**src/rtl/top_level_vec.sv**
```systemverilog
// Board top: ROM vectors A,B -> element-wise products into RAM plus running dot product.
// Latency: a run takes 16 cycles after a 2-3 cycle start synchroniser; the display is combinational on sw.
// Backpressure: none; start edges are ignored while a run is in progress.
module top_level_vec #(
  parameter int N_ELEM       = 16,
  parameter int REFRESH_BITS = 18
) (
  input  logic        clk,
  input  logic        btnC,
  input  logic [15:0] sw,
  output logic [3:0]  an,
  output logic [6:0]  seg
);

  localparam int IW = $clog2(N_ELEM);

  typedef enum logic [1:0] {S_IDLE, S_RUN, S_DONE} state_t;

  logic [1:0]              rst_sync_q;
  logic                    rst_n;
  logic [1:0]              start_sync_q;
  logic                    start_prev_q;
  logic                    start_pulse;
  state_t                  state_q, state_d;
  logic [IW-1:0]           k_q, k_d;
  logic [15:0]             acc_q, acc_d;
  logic                    done_q, done_d;
  logic                    ram_we;
  logic [15:0]             prod;
  logic [15:0]             ram [N_ELEM];
  logic [REFRESH_BITS-1:0] refresh_q;
  logic [1:0]              digit;
  logic [IW-1:0]           idx;
  logic [15:0]             view_val;
  logic [3:0]              nibble;
  logic                    sw_unused;

  // Constant ROM contents: A[k] = k+1, B[k] = N_ELEM-k.
  function automatic logic [7:0] rom_a(input logic [IW-1:0] i);
    return 8'(i) + 8'd1;
  endfunction

  function automatic logic [7:0] rom_b(input logic [IW-1:0] i);
    return 8'(N_ELEM) - 8'(i);
  endfunction

  function automatic logic [6:0] hex_to_seg(input logic [3:0] h);
    logic [6:0] s;
    case (h)
      4'h0: s = 7'b1000000;
      4'h1: s = 7'b1111001;
      4'h2: s = 7'b0100100;
      4'h3: s = 7'b0110000;
      4'h4: s = 7'b0011001;
      4'h5: s = 7'b0010010;
      4'h6: s = 7'b0000010;
      4'h7: s = 7'b1111000;
      4'h8: s = 7'b0000000;
      4'h9: s = 7'b0010000;
      4'hA: s = 7'b0001000;
      4'hB: s = 7'b0000011;
      4'hC: s = 7'b1000110;
      4'hD: s = 7'b0100001;
      4'hE: s = 7'b0000110;
      default: s = 7'b0001110;
    endcase
    return s;
  endfunction

  assign rst_n       = rst_sync_q[1];
  assign start_pulse = start_sync_q[1] & ~start_prev_q;
  assign prod        = {8'h00, rom_a(k_q)} * {8'h00, rom_b(k_q)};
  assign idx         = sw[IW-1:0];
  assign digit       = refresh_q[REFRESH_BITS-1 -: 2];
  assign sw_unused   = ^sw[14:6];

  // Reset asserts immediately with btnC, releases two clocks later in the clk domain.
  always_ff @(posedge clk or negedge btnC) begin
    if (!btnC) rst_sync_q <= 2'b00;
    else       rst_sync_q <= {rst_sync_q[0], 1'b1};
  end

  // Start switch synchroniser plus previous-value register for rising-edge detection.
  always_ff @(posedge clk or negedge rst_n) begin
    if (!rst_n) begin
      start_sync_q <= 2'b00;
      start_prev_q <= 1'b0;
    end else begin
      start_sync_q <= {start_sync_q[0], sw[15]};
      start_prev_q <= start_sync_q[1];
    end
  end

  // Sequencer state, index, accumulator and done flag.
  always_ff @(posedge clk or negedge rst_n) begin
    if (!rst_n) begin
      state_q <= S_IDLE;
      k_q     <= '0;
      acc_q   <= 16'h0000;
      done_q  <= 1'b0;
    end else begin
      state_q <= state_d;
      k_q     <= k_d;
      acc_q   <= acc_d;
      done_q  <= done_d;
    end
  end

  // Next-state: a start edge (re)launches a run from IDLE or DONE; RUN walks all N_ELEM elements.
  always_comb begin
    state_d = state_q;
    k_d     = k_q;
    acc_d   = acc_q;
    done_d  = done_q;
    ram_we  = 1'b0;
    case (state_q)
      S_IDLE, S_DONE: begin
        if (start_pulse) begin
          state_d = S_RUN;
          k_d     = '0;
          acc_d   = 16'h0000;
          done_d  = 1'b0;
        end
      end
      S_RUN: begin
        ram_we = 1'b1;
        acc_d  = acc_q + prod;
        k_d    = k_q + IW'(1);
        if (k_q == IW'(N_ELEM - 1)) begin
          state_d = S_DONE;
          done_d  = 1'b1;
        end
      end
      default: state_d = S_IDLE;
    endcase
  end

  // Product RAM: synchronous write, deliberately not cleared by reset.
  always_ff @(posedge clk) begin
    if (ram_we) ram[k_q] <= prod;
  end

  // Free-running display refresh counter; its top two bits pick the digit.
  always_ff @(posedge clk or negedge rst_n) begin
    if (!rst_n) refresh_q <= '0;
    else        refresh_q <= refresh_q + REFRESH_BITS'(1);
  end

  // View select: RAM contents are only meaningful once a run has completed.
  always_comb begin
    view_val = 16'h0000;
    case (sw[5:4])
      2'b00:   view_val = {8'h00, rom_a(idx)};
      2'b01:   view_val = {8'h00, rom_b(idx)};
      2'b10:   view_val = done_q ? ram[idx] : 16'h0000;
      default: view_val = acc_q;
    endcase
  end

  // Digit multiplexer: one active-low anode and its nibble per refresh phase.
  always_comb begin
    an     = 4'b1110;
    nibble = view_val[3:0];
    case (digit)
      2'd1: begin an = 4'b1101; nibble = view_val[7:4];   end
      2'd2: begin an = 4'b1011; nibble = view_val[11:8];  end
      2'd3: begin an = 4'b0111; nibble = view_val[15:12]; end
      default: begin an = 4'b1110; nibble = view_val[3:0]; end
    endcase
  end

  assign seg = hex_to_seg(nibble);

endmodule

```
**config.mk**
```make
export PLATFORM = sky130hd
export DESIGN_NAME = top_level_vec
export DESIGN_NICKNAME = d
export VERILOG_FILES = /design/src/rtl/top_level_vec.sv
export SDC_FILE = /design/constraint.sdc
export NUM_CORES = 1
export LEC_CHECK = 0
export BUFFER_PORTS_ARGS = -buffer_cell sky130_fd_sc_hd__buf_2
export CAP_MARGIN = 20
export CORE_MARGIN = 1.5
export CORE_UTILIZATION = 30
export DETAILED_ROUTE_END_ITERATION = 10
export SLEW_MARGIN = 0
export SYNTH_ARGS = -nofsm -noshare
export SYNTH_HDL_FRONTEND = slang
export SYNTH_SLANG_ARGS = --single-unit
```
**constraint.sdc**
```tcl
create_clock -name clk -period 4 [get_ports clk]
set_clock_uncertainty 0.05 [all_clocks]
set_input_delay 0.4 -clock clk [delete_from_list [all_inputs] [get_ports clk]]
set_output_delay 0.4 -clock clk [all_outputs]
set_load 0.02 [all_outputs]
```
==> run summary, run 1 <==
GRT Residual Overflow -> 0
# rows -> 67
Period minus WS final -> 4.81 ns
CP Cell Sequence -> ha_4 > nand2b_4 > mux2_4 > fa_1 > fa_1 > fa_1 > inv_2 > ha_4 > a21o_1 > a21oi_2 > o21bai_1 > a21oi_2 > buf_6 > xnor2_4 > ha_4 > or3_1 > o21ai_2 > a211oi_4 > o31ai_2 > mux2i_1
Clock tree buffer depth -> 3
Synth Area in Adders -> 7.62%
DRC -> 0
Initial DRC count -> 478
Critical path data arrival time -> 5.20 ns
Die X-Extent -> 187 um
Largest family of logic cells by synthesized area -> multiplexers
WP data required -> 4.39 ns
Peak per-stage delay on the critical path -> 0.51 ns
Synth cell types -> 68
First-pass DRT Iterations -> 5
Setup Viol. Count Final -> 44
Avg Vias per Cell -> 4.93
Maxcap violations -> 0
Synth area leaders -> edfxtp_1 (47%), dfrtp_1 (11%), ha_1 (5.7%), mux4_2 (4.9%), mux2i_1 (2.5%)
Tcrit/Tclk final -> 120%
Critical Path Source Type -> register
Initial antenna violation count -> 0
Worst hold path class -> in -> async
Gr usage total -> 14.0%
Final ANT Viol Nets -> 0
Core area -> 33400 sq um
Crit Path Class -> reg -> reg
Worst-Skew Late Latency -> 0.51 ns
Syn Inst Count -> 740
Ys async rst share -> 22.0%
CTS tree -> built
Clock Root Buffer -> clkbuf_16
DR vias -> 6506
Routed wire per std cell -> 18.7 um
Final Wtd Congestion -> 0.816
Vias in the first global route -> 6538
Most common cell in the netlist -> edfxtp_1
Antenna diodes -> 0
Post-Synth XOR/XNOR Area -> 3.18%
I/O Buffers -> 19
Critical Path Fanout Max -> 5
Sequential fraction of the synthesis area -> 58.3%
Final Hold Viols -> 0
Final Core Density -> 37.7%
Nets -> 933
Die height -> 187 um
CP endpoint kind -> register
Fraction of layout cells with a size suffix above 1 -> 27.8%
Top_reg_cell synth -> edfxtp_1
RSZ-0062 raised after global routing -> true
First-pass GRT wire length -> 38000 um
Actual slew at the worst max-slew pin -> 1.47 ns
HPWL after DPL -> 16900 um
Syn_area_per_cell -> 13.8 sq um
Initial Utilization -> 30.4%
Full die area -> 35000 sq um
Yosys top cell area share -> 47.2%
Critical Path Start -> k_q[0]
Max H-tree Level -> 1
Post-synthesis mux area share -> 10.3%
Placement Cell Area -> 11500 sq um
Drt total wl -> 24700 um
Most frequent cells after synthesis -> edfxtp_1 (160), nand2_1 (50), ha_1 (46), dfrtp_1 (45), nor2_1 (38)
Fmax -> 0.208 GHz
DP Worst Slack -> -1.02 ns
Clk pin slew, worst setup/hold paths -> 0.06 ns
Violated checks -> setup timing
Final instance area -> 12600 sq um
Area grow syn2layout -> 24.1%
Largest net degree at the start of global routing -> 44
Largest area contributor in the netlist -> edfxtp_1
Post-synthesis compound-gate area fraction -> 7.76%
Final Max Tran Viols -> 0
Post-route setup TNS -> -10.02 ns
Clock sinks -> 205
Yosys Warn Count -> 0
Status -> finished with violations
CTS Buf Count -> 22
Ports -> 29
EDFF count, synth -> 160
CP max stage cell -> fa_1
Rel. slew slack -> 1.84%
Synth Cell Area -> 10200 sq um
Worst flop-to-flop path startpoint -> k_q[0]
Flops & latches, synth -> 205
Worst Setup Slack, final -> -0.807 ns
Simple-gate share of the synthesized area -> 9.62%
## kinds of logic after synthesis
family	Yosys count
DFF	205
and+or+nand+nor	192
AOI/OAI and AO/OA	118
buffers and inverters	67
muxes	63
adders and majority gates	56
xor gates and xnor gates	37
other	2
## cells in the final DEF (no fill, tap or decap), types with 15 or more instances in the layout
cell / count
o21ai_0: 16
xnor2_1: 15
buf_4: 91
nor2_1: 38
nand3_1: 22
nand2_1: 50
mux2i_1: 25
dfrtp_1: 42
buf_2: 19
a21oi_1: 17
ha_1: 37
and3_1: 15
mux4_2: 22
clkbuf_16: 22
inv_1: 31
edfxtp_1: 160
## final timing paths
| path | endpoint | slack [ns] | cells after the start |
|---|---|---|---|
| max in group asynchronous | k_q[1] | 2.86 | 0 |
| max | acc_q[15] | -0.81 | 20 |
| min | rst_sync_q[0] | 0.16 | 2 |
| min reg2reg | rst_sync_q[1] | 0.30 | 0 |
| max reg2reg | acc_q[15] | -0.81 | 20 |
| min in group clk | rst_sync_q[1] | 0.30 | 0 |
## repair_timing
action	CTS	global route
resized for setup	35	31
hold buffers	2	0
hold endpoints to repair	3	0
setup endpoints to repair	76	76
buffers inserted	11	12
pin swaps	27	26
## worst max-delay path: cells and delay by family, from the launching register on
kind	cells	cell delay [ns]
AOI/OAI and AO/OA	7	0.96
xor gates and xnor gates	1	0.08
adders and majority gates	6	2.02
buffers and inverters	2	0.18
DFF	1	0.47
muxes	2	0.47
and+or+nand+nor	2	0.51
## through the flow
step           hold WS, ns  instances
2_1_floorplan       0.0544        743
3_3_place_gp         0.137       1262
3_5_place_dp         0.138       1262
4_1_cts              0.147       1310
5_1_grt              0.160       1321
6_report             0.164       1321
## area by class of cell
| type | count | area (sq um) |
|---|---|---|
| fill | 3113 | 20800 |
| sequential | 205 | 5930 |
| multi-input combinational | 471 | 4380 |
| timing repair buffer | 123 | 935 |
| tap | 448 | 561 |
| clock buffer | 24 | 558 |
| inverter | 36 | 140 |
| clock inverter | 14 | 116 |
## per-layer routing
| layer | GRT usage [%] | up-vias | wire length [um] |
|---|---|---|---|
| met2 | 23.3 | 140 | 12000 |
| li1 | - | 3033 | - |
| met3 | 1.73 | 42 | 855 |
| met4 | 3.75 | 0 | 629 |
| met1 | 19.2 | 3291 | 11200 |
| met5 | 0 | - | 0 |
## registers in the layout (all words and copies together), names as in the netlist
register and flops:
state_q 2, ram 160, acc_q 15, start_prev_q 1, refresh_q 18, done_q 1, rst_sync_q 2, start_sync_q 2
k_q 4
Power of run 1 is not shown: default switching activity piles up to over one toggle a cycle in this logic, so the estimate is an artifact.
==> inputs of run 2 (changes only) <==
MAX_ROUTING_LAYER = met4   (was unset)
==> run 2 against run 1 <==
Sequential share of layout area unchanged. Worst setup slack better by 0.00084 ns. Final area did not move. The run still ends with setup timing left.
==> run summary, run 2 (same netlist as run 1, synthesis figures left out) <==
Status -> finished with violations
Violated checks -> setup timing
DRC -> 0
# rows -> 67
Die height -> 187 um
Die X-Extent -> 187 um
CTS tree -> built
CP endpoint kind -> register
Core area -> 33400 sq um
Worst Setup Slack, final -> -0.806 ns
Area grow syn2layout -> 24.1%
Final Hold Viols -> 0
Max H-tree Level -> 1
Worst-Skew Late Latency -> 0.52 ns
Most frequent cells in the layout -> edfxtp_1 (160), buf_4 (91), nand2_1 (50)
Clk pin slew, worst setup/hold paths -> 0.06 ns
Final ANT Viol Nets -> 0
Final Core Density -> 37.7%
First-pass GRT wire length -> 38000 um
Critical Path Fanout Max -> 5
Largest net degree at the start of global routing -> 44
Fraction of layout cells with a size suffix above 1 -> 27.8%
Final Wtd Congestion -> 0.830
Max FFs per register -> 160
Commonest non-fill, non-tap cell in the layout -> edfxtp_1
CP Cell Sequence -> ha_4 > nand2b_4 > mux2_4 > fa_1 > fa_1 > fa_1 > inv_2 > ha_4 > a21o_1 > a21oi_2 > o21bai_1 > a21oi_2 > buf_6 > xnor2_4 > ha_4 > or3_1 > o21ai_2 > a211oi_4 > o31ai_2 > mux2i_1
Setup Viol. Count Final -> 44
CTS Buf Count -> 22
Fmax -> 0.208 GHz
Grt met3 use -> 1.73%
Rel. slew slack -> 3.99%
Critical path data arrival time -> 5.20 ns
Antenna diodes -> 0
Initial antenna violation count -> 0
Ports -> 29
Clock tree buffer depth -> 3
Drt total wl -> 24600 um
Tcrit/Tclk final -> 120%
Met1 usage -> 19.2%
Clock Root Buffer -> clkbuf_16
Initial Utilization -> 30.4%
WP data required -> 4.39 ns
Crit Path Class -> reg -> reg
HPWL after DPL -> 16900 um
Worst hold path class -> in -> async
Gr usage total -> 14.4%
Peak per-stage delay on the critical path -> 0.51 ns
Nets -> 933
Final Max Tran Viols -> 0
GRT Residual Overflow -> 0
Full die area -> 35000 sq um
Fillers -> 3113
DR vias -> 6495
Biggest regs -> ram: 160 flops, refresh_q: 18 flops, acc_q: 15 flops
CP max stage cell -> fa_1
Routed wire per std cell -> 18.7 um
I/O Buffers -> 19
Met2 Use GR -> 23.4%
Actual slew at the worst max-slew pin -> 1.44 ns
Maxcap violations -> 0
Top reg by flops -> ram
Period minus WS final -> 4.81 ns
Initial DRC count -> 494
Vias in the first global route -> 6536
Critical Path Source Type -> register
First-pass DRT Iterations -> 5
RSZ-0062 raised after global routing -> true
Avg Vias per Cell -> 4.92
GRT busiest layer -> met2
Clock sinks -> 205
run 2: cell counts in the layout (fill, tap and decap cells not counted):
No cell type changed its count.
run 2: final timing paths:
kind	from	end	slack, ns	cells past startpoint
max	k_q[0]	acc_q[15]	-0.81	20
min	btnC	rst_sync_q[0]	0.16	2
min in group clk	rst_sync_q[0]	rst_sync_q[1]	0.30	0
min reg2reg	rst_sync_q[0]	rst_sync_q[1]	0.30	0
max reg2reg	k_q[0]	acc_q[15]	-0.81	20
max in group asynchronous	rst_sync_q[1]	k_q[1]	2.88	0
run 2: layout make-up:
| type | instances | area, sq um | area share, % |
|---|---|---|---|
| well taps | 448 | 561 | 4.44 |
| repair buffers | 123 | 935 | 7.40 |
| clock inverters | 14 | 116 | 0.922 |
| multi-input cells | 471 | 4380 | 34.7 |
| clock buffers | 24 | 558 | 4.42 |
| flip-flops and latches | 205 | 5930 | 47.0 |
| inverters | 36 | 140 | 1.11 |
run 2: repair_timing:
item,in CTS,in global routing
hold buffers,2,0
setup buffers,11,12
hold endpoints to repair,3,0
pin swaps,27,26
setup endpoints to repair,76,76
resized for setup,35,31
run 2: worst max-delay path, delay by kind of cell, from the launching register on:
kind,cells,cell delay [ns]
adders and majority gates,6,2.02
AOI/OAI and AO/OA,7,0.96
and+or+nand+nor,2,0.51
xor gates and xnor gates,1,0.08
muxes,2,0.47
buffers and inverters,2,0.18
DFF,1,0.47
run 2: metrics by stage:
step	hold WS [ns]	setup TNS, ns	setup slack [ns]	cells	cell area [sq um]
final	0.165	-9.94	-0.806	1321	12600
after global routing	0.160	-16.14	-0.983	1321	12600
after CTS	0.147	-10.86	-0.894	1310	12400
after detailed placement	0.138	-17.46	-1.02	1262	11500
after global placement	0.137	-12.74	-0.923	1262	11500
after floorplan	0.0544	-8.19	-0.927	743	10400
run 2: routing by layer:
metal / vias up / wire, um
met5: - / 0
met3: 42 / 999
met1: 3282 / 11100
met4: 0 / 616
met2: 134 / 12000
li1: 3037 / -
Power of run 2 is left out for the same reason.
